## config.mk

```make
export PLATFORM = sky130hd
export DESIGN_NAME = seg_scan_decoder
export DESIGN_NICKNAME = d
export VERILOG_FILES = /design/src/rtl/seg_scan_decoder.sv
export SDC_FILE = /design/constraint.sdc
export NUM_CORES = 1
export LEC_CHECK = 0
export ABC_AREA = 1
export CORE_UTILIZATION = 40
export DETAILED_ROUTE_END_ITERATION = 7
export PLACE_DENSITY_LB_ADDON = 0.08
export SLEW_MARGIN = 20
export SYNTH_ARGS = -nofsm -noshare
export SYNTH_HDL_FRONTEND = slang
export SYNTH_SLANG_ARGS = --single-unit
```

## constraint.sdc

```tcl
create_clock -name sys_clk -period 3.8 [get_ports sys_clk]
set_input_delay 0.95 -clock sys_clk [delete_from_list [all_inputs] [get_ports sys_clk]]
set_output_delay 0.95 -clock sys_clk [all_outputs]
set_load 0.05 [all_outputs]
```

## src/rtl/seg_scan_decoder.sv

```systemverilog
// seg_scan_decoder: recovers the four hex digits shown on a scanned
// 7-segment display by watching the digit-select and segment lines.
// Each digit is accepted once its select/segment pattern has been steady
// for STABLE_CYC samples. A full set of four captures produces one frame.
// A frame that is not completed within TIMEOUT cycles of the last capture
// is discarded and reported with a stale pulse.
module seg_scan_decoder #(
    parameter int STABLE_CYC = 4,
    parameter int TIMEOUT    = 200_000
) (
    input  logic        sys_clk,
    input  logic        sys_rst,
    input  logic [3:0]  sel,
    input  logic [7:0]  seg,
    output logic [15:0] data_out,
    output logic [3:0]  point_out,
    output logic        frame_valid,
    output logic        frame_err,
    output logic        stale
);

    localparam logic [3:0]  CNT_MAX  = 4'(STABLE_CYC - 1);
    localparam logic [17:0] TMO_LAST = 18'(TIMEOUT - 1);

    typedef enum logic [1:0] {
        ST_IDLE,
        ST_SETTLE,
        ST_CAPT
    } state_t;

    // Registered copies of the inputs and of their previous values
    logic [3:0]  r_sel_q;
    logic [7:0]  r_seg_q;
    logic [3:0]  r_sel_prev;
    logic [7:0]  r_seg_prev;
    logic [3:0]  r_stab_cnt;

    // Scan state
    state_t      r_state;
    logic [3:0]  r_capt_sel;

    // Frame assembly
    logic [15:0] r_slot_dig;
    logic [3:0]  r_slot_dp;
    logic [3:0]  r_mask;
    logic        r_err;

    // Staleness watchdog
    logic [17:0] r_tmo_cnt;

    // Combinational helpers
    logic        w_sel_valid;
    logic        w_same;
    logic        w_capture;
    logic [3:0]  w_dec_nib;
    logic        w_dec_bad;
    logic [15:0] w_slot_dig_nxt;
    logic [3:0]  w_slot_dp_nxt;
    logic [3:0]  w_mask_nxt;
    logic        w_frame_done;
    logic        w_tmo_hit;

    assign w_sel_valid = $onehot(r_sel_q);
    assign w_same      = ({r_sel_q, r_seg_q} == {r_sel_prev, r_seg_prev});

    // The counter value lags the sample it describes by one cycle, so the
    // current sample must also match before it is taken; otherwise a pattern
    // that changes exactly on the qualifying cycle would be captured unsettled.
    assign w_capture   = (r_state == ST_SETTLE) && w_sel_valid && w_same &&
                         (r_stab_cnt == CNT_MAX);

    assign w_mask_nxt   = r_mask | r_sel_q;
    assign w_frame_done = w_capture && (w_mask_nxt == 4'hF);
    assign w_tmo_hit    = (r_tmo_cnt == TMO_LAST);

    // Input sampling and stability counting
    always_ff @(posedge sys_clk) begin
        // NOTE: all state is updated with non-blocking assignments so every
        // register sees the pre-edge value of every other register.
        if (sys_rst) begin
            r_sel_q    <= '0;
            r_seg_q    <= '0;
            r_sel_prev <= '0;
            r_seg_prev <= '0;
            r_stab_cnt <= '0;
        end else begin
            r_sel_q    <= sel;
            r_seg_q    <= seg;
            r_sel_prev <= r_sel_q;
            r_seg_prev <= r_seg_q;
            if (!w_same) begin
                r_stab_cnt <= '0;
            end else if (r_stab_cnt != CNT_MAX) begin
                r_stab_cnt <= r_stab_cnt + 4'd1;
            end
        end
    end

    // Segment pattern to hex digit; unknown patterns decode to 0 and flag
    always_comb begin
        // NOTE: every output of this block gets a default first, so no path
        // through the case leaves a value unassigned and no latch is inferred.
        w_dec_nib = 4'h0;
        w_dec_bad = 1'b0;
        case (r_seg_q[6:0])
            7'h3F: w_dec_nib = 4'h0;
            7'h06: w_dec_nib = 4'h1;
            7'h5B: w_dec_nib = 4'h2;
            7'h4F: w_dec_nib = 4'h3;
            7'h66: w_dec_nib = 4'h4;
            7'h6D: w_dec_nib = 4'h5;
            7'h7D: w_dec_nib = 4'h6;
            7'h07: w_dec_nib = 4'h7;
            7'h7F: w_dec_nib = 4'h8;
            7'h6F: w_dec_nib = 4'h9;
            7'h77: w_dec_nib = 4'hA;
            7'h7C: w_dec_nib = 4'hB;
            7'h39: w_dec_nib = 4'hC;
            7'h5E: w_dec_nib = 4'hD;
            7'h79: w_dec_nib = 4'hE;
            7'h71: w_dec_nib = 4'hF;
            default: begin
                w_dec_nib = 4'h0;
                w_dec_bad = 1'b1;
            end
        endcase
    end

    // Slot contents as they would look with the current sample written in
    always_comb begin
        w_slot_dig_nxt = r_slot_dig;
        w_slot_dp_nxt  = r_slot_dp;
        for (int i = 0; i < 4; i++) begin
            if (r_sel_q[i]) begin
                w_slot_dig_nxt[i*4 +: 4] = w_dec_nib;
                w_slot_dp_nxt[i]         = r_seg_q[7];
            end
        end
    end

    // Scan FSM: at most one capture per select dwell
    always_ff @(posedge sys_clk) begin
        if (sys_rst) begin
            r_state    <= ST_IDLE;
            r_capt_sel <= '0;
        end else begin
            case (r_state)
                ST_IDLE: begin
                    if (w_sel_valid) begin
                        r_state <= ST_SETTLE;
                    end
                end
                ST_SETTLE: begin
                    if (!w_sel_valid) begin
                        r_state <= ST_IDLE;
                    end else if (w_capture) begin
                        r_state    <= ST_CAPT;
                        r_capt_sel <= r_sel_q;
                    end
                end
                ST_CAPT: begin
                    if (!w_sel_valid) begin
                        r_state <= ST_IDLE;
                    end else if (r_sel_q != r_capt_sel) begin
                        r_state <= ST_SETTLE;
                    end
                end
                default: r_state <= ST_IDLE;
            endcase
        end
    end

    // Slot storage, capture mask, error flag and frame outputs
    always_ff @(posedge sys_clk) begin
        if (sys_rst) begin
            // NOTE: the slot storage is cleared as well, so nothing captured
            // before reset can ever leak into a later frame.
            r_slot_dig  <= '0;
            r_slot_dp   <= '0;
            r_mask      <= '0;
            r_err       <= 1'b0;
            data_out    <= '0;
            point_out   <= '0;
            frame_valid <= 1'b0;
            frame_err   <= 1'b0;
        end else begin
            frame_valid <= w_frame_done;
            if (w_capture) begin
                r_slot_dig <= w_slot_dig_nxt;
                r_slot_dp  <= w_slot_dp_nxt;
                if (w_frame_done) begin
                    r_mask    <= '0;
                    r_err     <= 1'b0;
                    data_out  <= w_slot_dig_nxt;
                    point_out <= w_slot_dp_nxt;
                    frame_err <= r_err | w_dec_bad;
                end else begin
                    r_mask <= w_mask_nxt;
                    r_err  <= r_err | w_dec_bad;
                end
            end else if (w_tmo_hit) begin
                r_mask <= '0;
                r_err  <= 1'b0;
            end
        end
    end

    // Staleness watchdog; a capture in the same cycle wins over the timeout
    always_ff @(posedge sys_clk) begin
        if (sys_rst) begin
            r_tmo_cnt <= '0;
            stale     <= 1'b0;
        end else if (w_capture) begin
            r_tmo_cnt <= '0;
            stale     <= 1'b0;
        end else if (w_tmo_hit) begin
            r_tmo_cnt <= '0;
            stale     <= 1'b1;
        end else begin
            r_tmo_cnt <= r_tmo_cnt + 18'd1;
            stale     <= 1'b0;
        end
    end

endmodule

```

==> metrics list, run 1 <==
* Worst slack on hold paths: 447 ps
* Number of nets in the synthesized netlist: 691
- For this run, the post-layout net count is 721.
- Clock tree synthesis inserted a total of 9 buffers.
- Start point of the critical path: r_sel_q[1]$_SDFF_PP0_
- Global-route wire length before repair: 16,700 µm
- Total Die Area: 0.0118 mm²
- The finished cells cover 0.00529 mm².
- In the routed design, unresolved DRC markers number 0.
- Total congestion overflow after global routing: 0
- Area of the mapped netlist: 0.00456 mm²
* Switching part of the total power: 22.9%
- Final-report max-slew violation count: 0
- The startpoint identified for the worst register-to-register timing path is r_sel_q[1]$_SDFF_PP0_.
- Dividing the final minimum period by the clock period gives 81.1%.
* Yosys Warn Count: 0
- Across the run, the number of max-cap violations was 0.
- Dividing the detail-routed wire length by the instance count gives 11.6 µm.
* Gr usage total: 18.1%
* Cell leakage power: 2.47 nW
- Antenna violations before repair: 0
- After detailed routing, the number of vias per cell comes to 4.69.
- In this run, post-CTS repair resized a total of 0 instances.
* Number of global-route vias before repair: 3,512
- Of all nets on the critical path, the largest fanout is 18.
- The number of hold buffers added after CTS was 0.
* Setup Viol. Count Final: 0
- For this block, the initial DRC count from the detailed router was 205.
* Starting density of the core: 41.5%
- Detailed routing inserted a total of 3,967 vias.
* Leading cell types in the layout, fill and taps excluded: nand2_1, dfxtp_1, nor2_1, inv_1, clkdlybuf4s50_1
* Inst Count DP: 831
- The worst setup path is of the flop to flop kind.
- Synthesis produced a netlist whose cell count is 672.
- Static timing analysis puts the maximum clock frequency at 325 MHz.
* RSZ-0062 raised after global routing: no
- The final hold violation count came to 0.
- From bottom edge to top edge, the die measures 109 µm.
* Type of element capturing the critical path: flop
- Fraction of layout cells with a size suffix above 1: 5.10%
- Worst setup skew after layout: 10.0 ps
- The repair_antennas step left the layout with diodes totalling 0.
* Cell Area, Placed: 0.00499 mm²
* Sequential group share of total power: 50.9%
- After detailed routing, the total wire length is 9830 µm.
- For the worst-skew pair, the clock arrives at the later sink with an insertion delay of 330 ps.
* Data required time at the worst endpoint: 4030 ps
- The count of buffers added on input and output ports is 36.
- Pin slew with the least headroom to its limit: 647 ps
- Slew headroom: 56.8%
- Clock tree buffer depth: 2
- Part of the Yosys area used for sequential elements: 43.9%
- TritonRoute pass-1 iters: 4
- Setup repair bufs after CTS: 0
- The min-delay analysis places its worst path in the category flop to flop.
- Internal power of the cells: 1.64 mW
- Leading cell type in the layout, fill and taps excluded: nand2_1
- Startpoint type of the worst setup path: flop
- Worst-path clk slew: 70 ps
* Routability congestion estimate from global placement: 0.877
- DP Wirelength: 6980 µm
- Beginning of the worst hold path: r_slot_dig[7]$_SDFFE_PP0P_
* Peak supply drop: 0.257 mV
- Per-instance average area after synthesis: 6.79 µm²
* Number of levels in the clock H-tree: 3
* Clock root buffer: clkbuf_16
- TritonCTS clock tree: built
- Power dissipated by switching net loads: 0.486 mW
- Data arrival time at the worst-slack endpoint: 3310 ps
- The initialized floorplan defines 38 standard-cell rows.
- P per Cell Area: 401 mW/mm²
- Layout Area Growth over Synthesis: 16.0%
* Accumulated negative setup slack: 0 ps
- Once detail routing completed, the nets flagged for antenna violations numbered 0.
- In this run, the clock network consumes 43.3% of the power.
* Cell variety after synth: 31
- Total of flip-flops plus latches after synthesis: 100
* Final critical-path required period: 3080 ps
- For this design, the sink count on the clock tree is 100.
- Maximum number of pins on one net before global-route repair: 29
- Die width: 109 µm
- Final cell count without fillers: 846
* Placeable core region: 0.0110 mm²
- Boundary pin count: 37
* Run status: completed
- Combinational logic burns 5.8% of the power.
## per-layer routing
| layer | share of wire [%] | routed length [µm] | GRT usage [%] |
|---|---|---|---|
| met2 | 44 | 4320 | 29.1 |
| met1 | 52 | 5070 | 24.8 |
| met5 | 0 | 0 | 0 |
| met4 | 1.2 | 120 | 5.89 |
| met3 | 3.3 | 320 | 2.81 |
## stage by stage
step           setup WS, ps  util (%)  total power, mW
6_report                720      48.2             2.12
5_1_grt                 480      48.2             2.21
4_1_cts                 716      48.2             2.15
3_5_place_dp            715      45.5             1.23
3_3_place_gp            769      45.5             1.23
2_1_floorplan          1020         -             1.19
## critical path, cell delays in order, from the launching register on
cell and delay (ps):
dfxtp_1 430, inv_1 230, fa_1 550, inv_1 40, ha_1 170, ha_1 260
inv_1 70, nand3_1 130, nor2_2 270, nand4_4 320, buf_4 310, nor2_1 140
nor2_1 60
## flip-flops by register name, summed over array words and instances (netlist names), 4 cells and up
| signal | count |
|---|---|
| r_capt_sel | 4 |
| r_sel_q | 4 |
| r_seg_prev | 8 |
| r_slot_dig | 16 |
| r_seg_q | 8 |
| r_stab_cnt | 4 |
| data_out | 16 |
| r_tmo_cnt | 18 |
| point_out | 4 |
| r_sel_prev | 4 |
| r_mask | 4 |
| r_slot_dp | 4 |
## kinds of logic after synthesis
family,count (synthesis),synth area share [%]
buf+inv,98,9.21
compound gates,24,2.71
xor+xnor,15,2.88
flops,100,43.9
fa+ha+maj,5,1.54
simple gates,430,39.8
## synth_stat cells (all sizes together)
cell / instances / share of area [%]
o22ai: 1 / 0.14
clkbuf: 8 / 0.66
ha: 4 / 1.1
fa: 1 / 0.44
xor2: 9 / 1.7
nand2b: 1 / 0.14
buf: 12 / 2.1
nand4: 11 / 2.2
nor3: 10 / 1.1
dfxtp: 100 / 44
nand3b: 2 / 0.33
xnor2: 6 / 1.2
nand3: 34 / 3.9
a21oi: 10 / 1.1
o21ai: 12 / 1.3
a21boi: 1 / 0.16
inv: 78 / 6.4
nor3b: 1 / 0.16
nand2: 259 / 21
and3: 1 / 0.14
nor4: 1 / 0.14
or2: 5 / 0.69
nor2: 105 / 9.7
## worst paths after layout
path	to	slack [ps]	cells past startpoint
setup / recovery	data_out[12]$_SDFFE_PP0P_	720	12
hold / removal	r_slot_dig[7]$_SDFFE_PP0P_	450	2
setup reg to reg	data_out[12]$_SDFFE_PP0P_	720	12
hold reg to reg	r_slot_dig[7]$_SDFFE_PP0P_	450	2
## layout make-up
type	count	area, µm²
Fill cell	1135	5690
Multi-Input combinational cell	474	2140
Sequential cell	100	2000
Timing Repair Buffer	39	383
Inverter	78	293
Clock buffer	10	239
Tap cell	140	175
Clock inverter	5	60.1
## power groups by stage
| stage | clock, mW | sequential, mW | combinational (mW) |
|---|---|---|---|
| after CTS | 0.943 | 1.08 | 0.125 |
| after global placement | 0 | 1.10 | 0.124 |
| final | 0.918 | 1.08 | 0.124 |
| after floorplan | 0 | 1.10 | 0.0932 |
| after detailed placement | 0 | 1.10 | 0.125 |
| after global routing | 0.990 | 1.08 | 0.142 |
Power figures use the tool's default switching activity.
==> inputs of run 2 (changes only) <==
==> constraint.sdc (replaced) <==
create_clock -name sys_clk -period 3 [get_ports sys_clk]
set_input_delay 0.75 -clock sys_clk [delete_from_list [all_inputs] [get_ports sys_clk]]
set_output_delay 0.75 -clock sys_clk [all_outputs]
set_load 0.05 [all_outputs]
==> run 2 against run 1 <==
Compared with the run above:
- sequential power is 27% higher
- clock power is 41% higher
- wire length fell by 1.1%
- utilization up 1.0 points
- count of clock-buffer cells in the layout rose by 1
- clock skew fell by 3.1 ps
- register-to-register slack got worse by 380 ps
- largest power group unchanged
- maximum frequency is 16% higher
- non-clock buffer count grew 6
- largest cell class unchanged
==> metrics list, run 2 (synthesized netlist as in run 1, its figures left out) <==
- Run status: completed
- Critical path class: flop to flop
- Leading cell types in the layout, fill and taps excluded: nand2_1, dfxtp_1, nor2_1, inv_1, clkdlybuf4s50_1
* Gr usage total: 18.1%
- The floorplan step defined a die boundary enclosing 0.0118 mm².
- The floorplan has 38 rows.
- The number of antenna diodes in the final layout is 0.
* Violation count after the first detailed-routing iteration: 198
- In this run the static leakage power is 2.53 nW.
- Counting flops per register, the top entry is r_tmo_cnt.
- In the final timing run, aggregate negative setup slack is 0 ps.
- The initial antenna violation count was 0.
* WHS Path Cells: 2
- Boundary pin count: 37
- Total Power Consumption: 2.82 mW
- The worst register-to-register path has a setup slack of 340 ps.
- DRC: 0
- The worst path in the final design needs a cycle of 2660 ps, including I/O delays and setup.
* Clock buffers created by TritonCTS: 9
- The number of global-route vias before repair is 3,527.
* Vias per cell: 4.59
* Slew headroom: 66.3%
- Worst-path clk slew: 70 ps
- Crit share post-route: 88.6%
- TritonCTS built the clock tree.
* Data required time at the worst endpoint: 3240 ps
* Start point of the critical path: r_sel_q[0]$_SDFF_PP0_
* TritonRoute pass-1 iters: 5
* Global-route wire length before repair: 16,500 µm
- Die width: 109 µm
* Most numerous cell on the critical path: inv_1
- Top Registers: r_tmo_cnt (18), data_out (16), r_slot_dig (16)
* Final-report max-slew violation count: 0
* Worst min-delay path category: flop to flop
* Worst-Skew Late Latency: 340 ps
- Post-route core utilization: 49.2%
* Beginning of the worst hold path: r_slot_dp[2]$_SDFFE_PP0P_
- Layout Area Growth over Synthesis: 18.4%
* Worst reg2reg path endpoint: r_slot_dig[9]$_SDFFE_PP0P_
- The worst register-to-register path begins at r_sel_q[0]$_SDFF_PP0_.
- Maximum frequency from static timing analysis: 376 MHz
- The largest individual stage delay along the critical path comes from the cell fa_1.
- Fraction of layout cells with a size suffix above 1: 6.30%
- In this run, post-CTS hold repair placed 0 buffers.
- STA classifies the critical path startpoint as a flop.
* Number of nets in the final layout: 728
- Clock tree buffer depth: 2
* Detail Route Antenna Nets: 0
- Global routing finished with a remaining overflow of 0.
- After filler insertion, the fill cell instance count of the layout stands at 1,095.
- Final-report hold violation count: 0
* Post-Route WL: 9730 µm
* Maximum fanout encountered on the critical timing path: 12
- On the worst path, the slowest cell contributes a delay of 530 ps.
- Worst setup skew after layout: 6.95 ps
- The worst setup path is captured at a flop.
- Entering global routing, the biggest net connects 31 pins.
* P per Cell Area: 522 mW/mm²
- For the worst flop-to-flop path, the logic depth is 13.
- Data arrival time at the worst-slack endpoint: 2900 ps
* Die boundary height: 109 µm
* RSZ-0062 raised after global routing: no
- Clock root buffer: clkbuf_16
* Number of clock sinks seen by CTS: 100
- The total area inside the core boundary comes to 0.0110 mm².
- At the pin with the least slew margin, the transition time is 503 ps.
* Max reg flops: 18
* DP Wirelength: 6830 µm
* Worst slack on hold paths: 448 ps
* Wire per inst: 11.4 µm
- The initial utilization of the core area, before any placement, comes to 41.5%.
- The congestion estimate from routability-driven global placement came to 0.842.
* Chain of cells forming the critical path: inv_1, fa_1, inv_1, ha_1, ha_1, inv_1, nand3_1, nor2_4, nand4_4, inv_2, nor2_4, nand2_1, nand2_1
* Total number of vias: 3,923
* Setup Viol. Count Final: 0
* Leading cell type in the layout, fill and taps excluded: nand2_1
- The H-tree was split into 3 levels.
* Peak supply drop: 0.419 mV
* Total of buffers placed on input and output ports: 36
* Worst min-delay path endpoint: r_slot_dp[2]$_SDFFE_PP0P_
- Max-cap violations in this run came to 0.
## run 2: how the worst max path moves through the flow
stage	end	slack, ps	depth (start not counted)
6_report	r_slot_dig[9]$_SDFFE_PP0P_	340	13
5_1_grt	r_slot_dig[9]$_SDFFE_PP0P_	70	13
4_1_cts	r_tmo_cnt[15]$_SDFF_PP0_	190	11
3_5_place_dp	r_tmo_cnt[14]$_SDFF_PP0_	220	11
3_3_place_gp	frame_err$_SDFFE_PP0P_	330	12
2_1_floorplan	r_slot_dig[0]$_SDFFE_PP0P_	220	15
## run 2: final cells by class
cell class                      count  area (µm²)  area share (%)
Sequential cell                   100        2000            37.1
Multi-Input combinational cell    475        2160            39.9
Timing Repair Buffer               45         440            8.15
Inverter                           78         293            5.42
Clock inverter                      5        82.6            1.53
Clock buffer                       11         253            4.68
Tap cell                          140         175            3.24
## run 2: through the flow
step	cells	worst slack (ps)	area [µm²]
2_1_floorplan	672	222	4560
3_3_place_gp	837	333	5050
3_5_place_dp	837	216	5050
4_1_cts	853	189	5390
5_1_grt	854	65.4	5400
6_report	854	341	5400
## run 2: worst max-delay path: cells and delay by family (launching register included)
kind | cells | cell delay [ps]
buf+inv | 4 | 400
fa+ha+maj | 3 | 960
flops | 1 | 380
simple gates | 6 | 800
## run 2: per-layer routing
layer	routed length (µm)	track usage (%)	part of all wire, %	up-vias
met4	62	4.05	0.64	0
li1	-	-	-	2123
met1	4920	23.6	51	1716
met3	440	5.38	4.5	6
met5	0	0	0	-
met2	4300	29.5	44	78
## run 2: repair_timing
action,CTS,global route
hold endpoints to repair,0,0
setup endpoints to repair,0,51
buffers inserted,0,0
gates resized for setup,0,3
## run 2: power by group
| group | switching [mW] | internal (mW) |
|---|---|---|
| Sequential | 0.0184 | 1.35 |
| Combinational | 0.104 | 0.0609 |
| Clock | 0.512 | 0.780 |
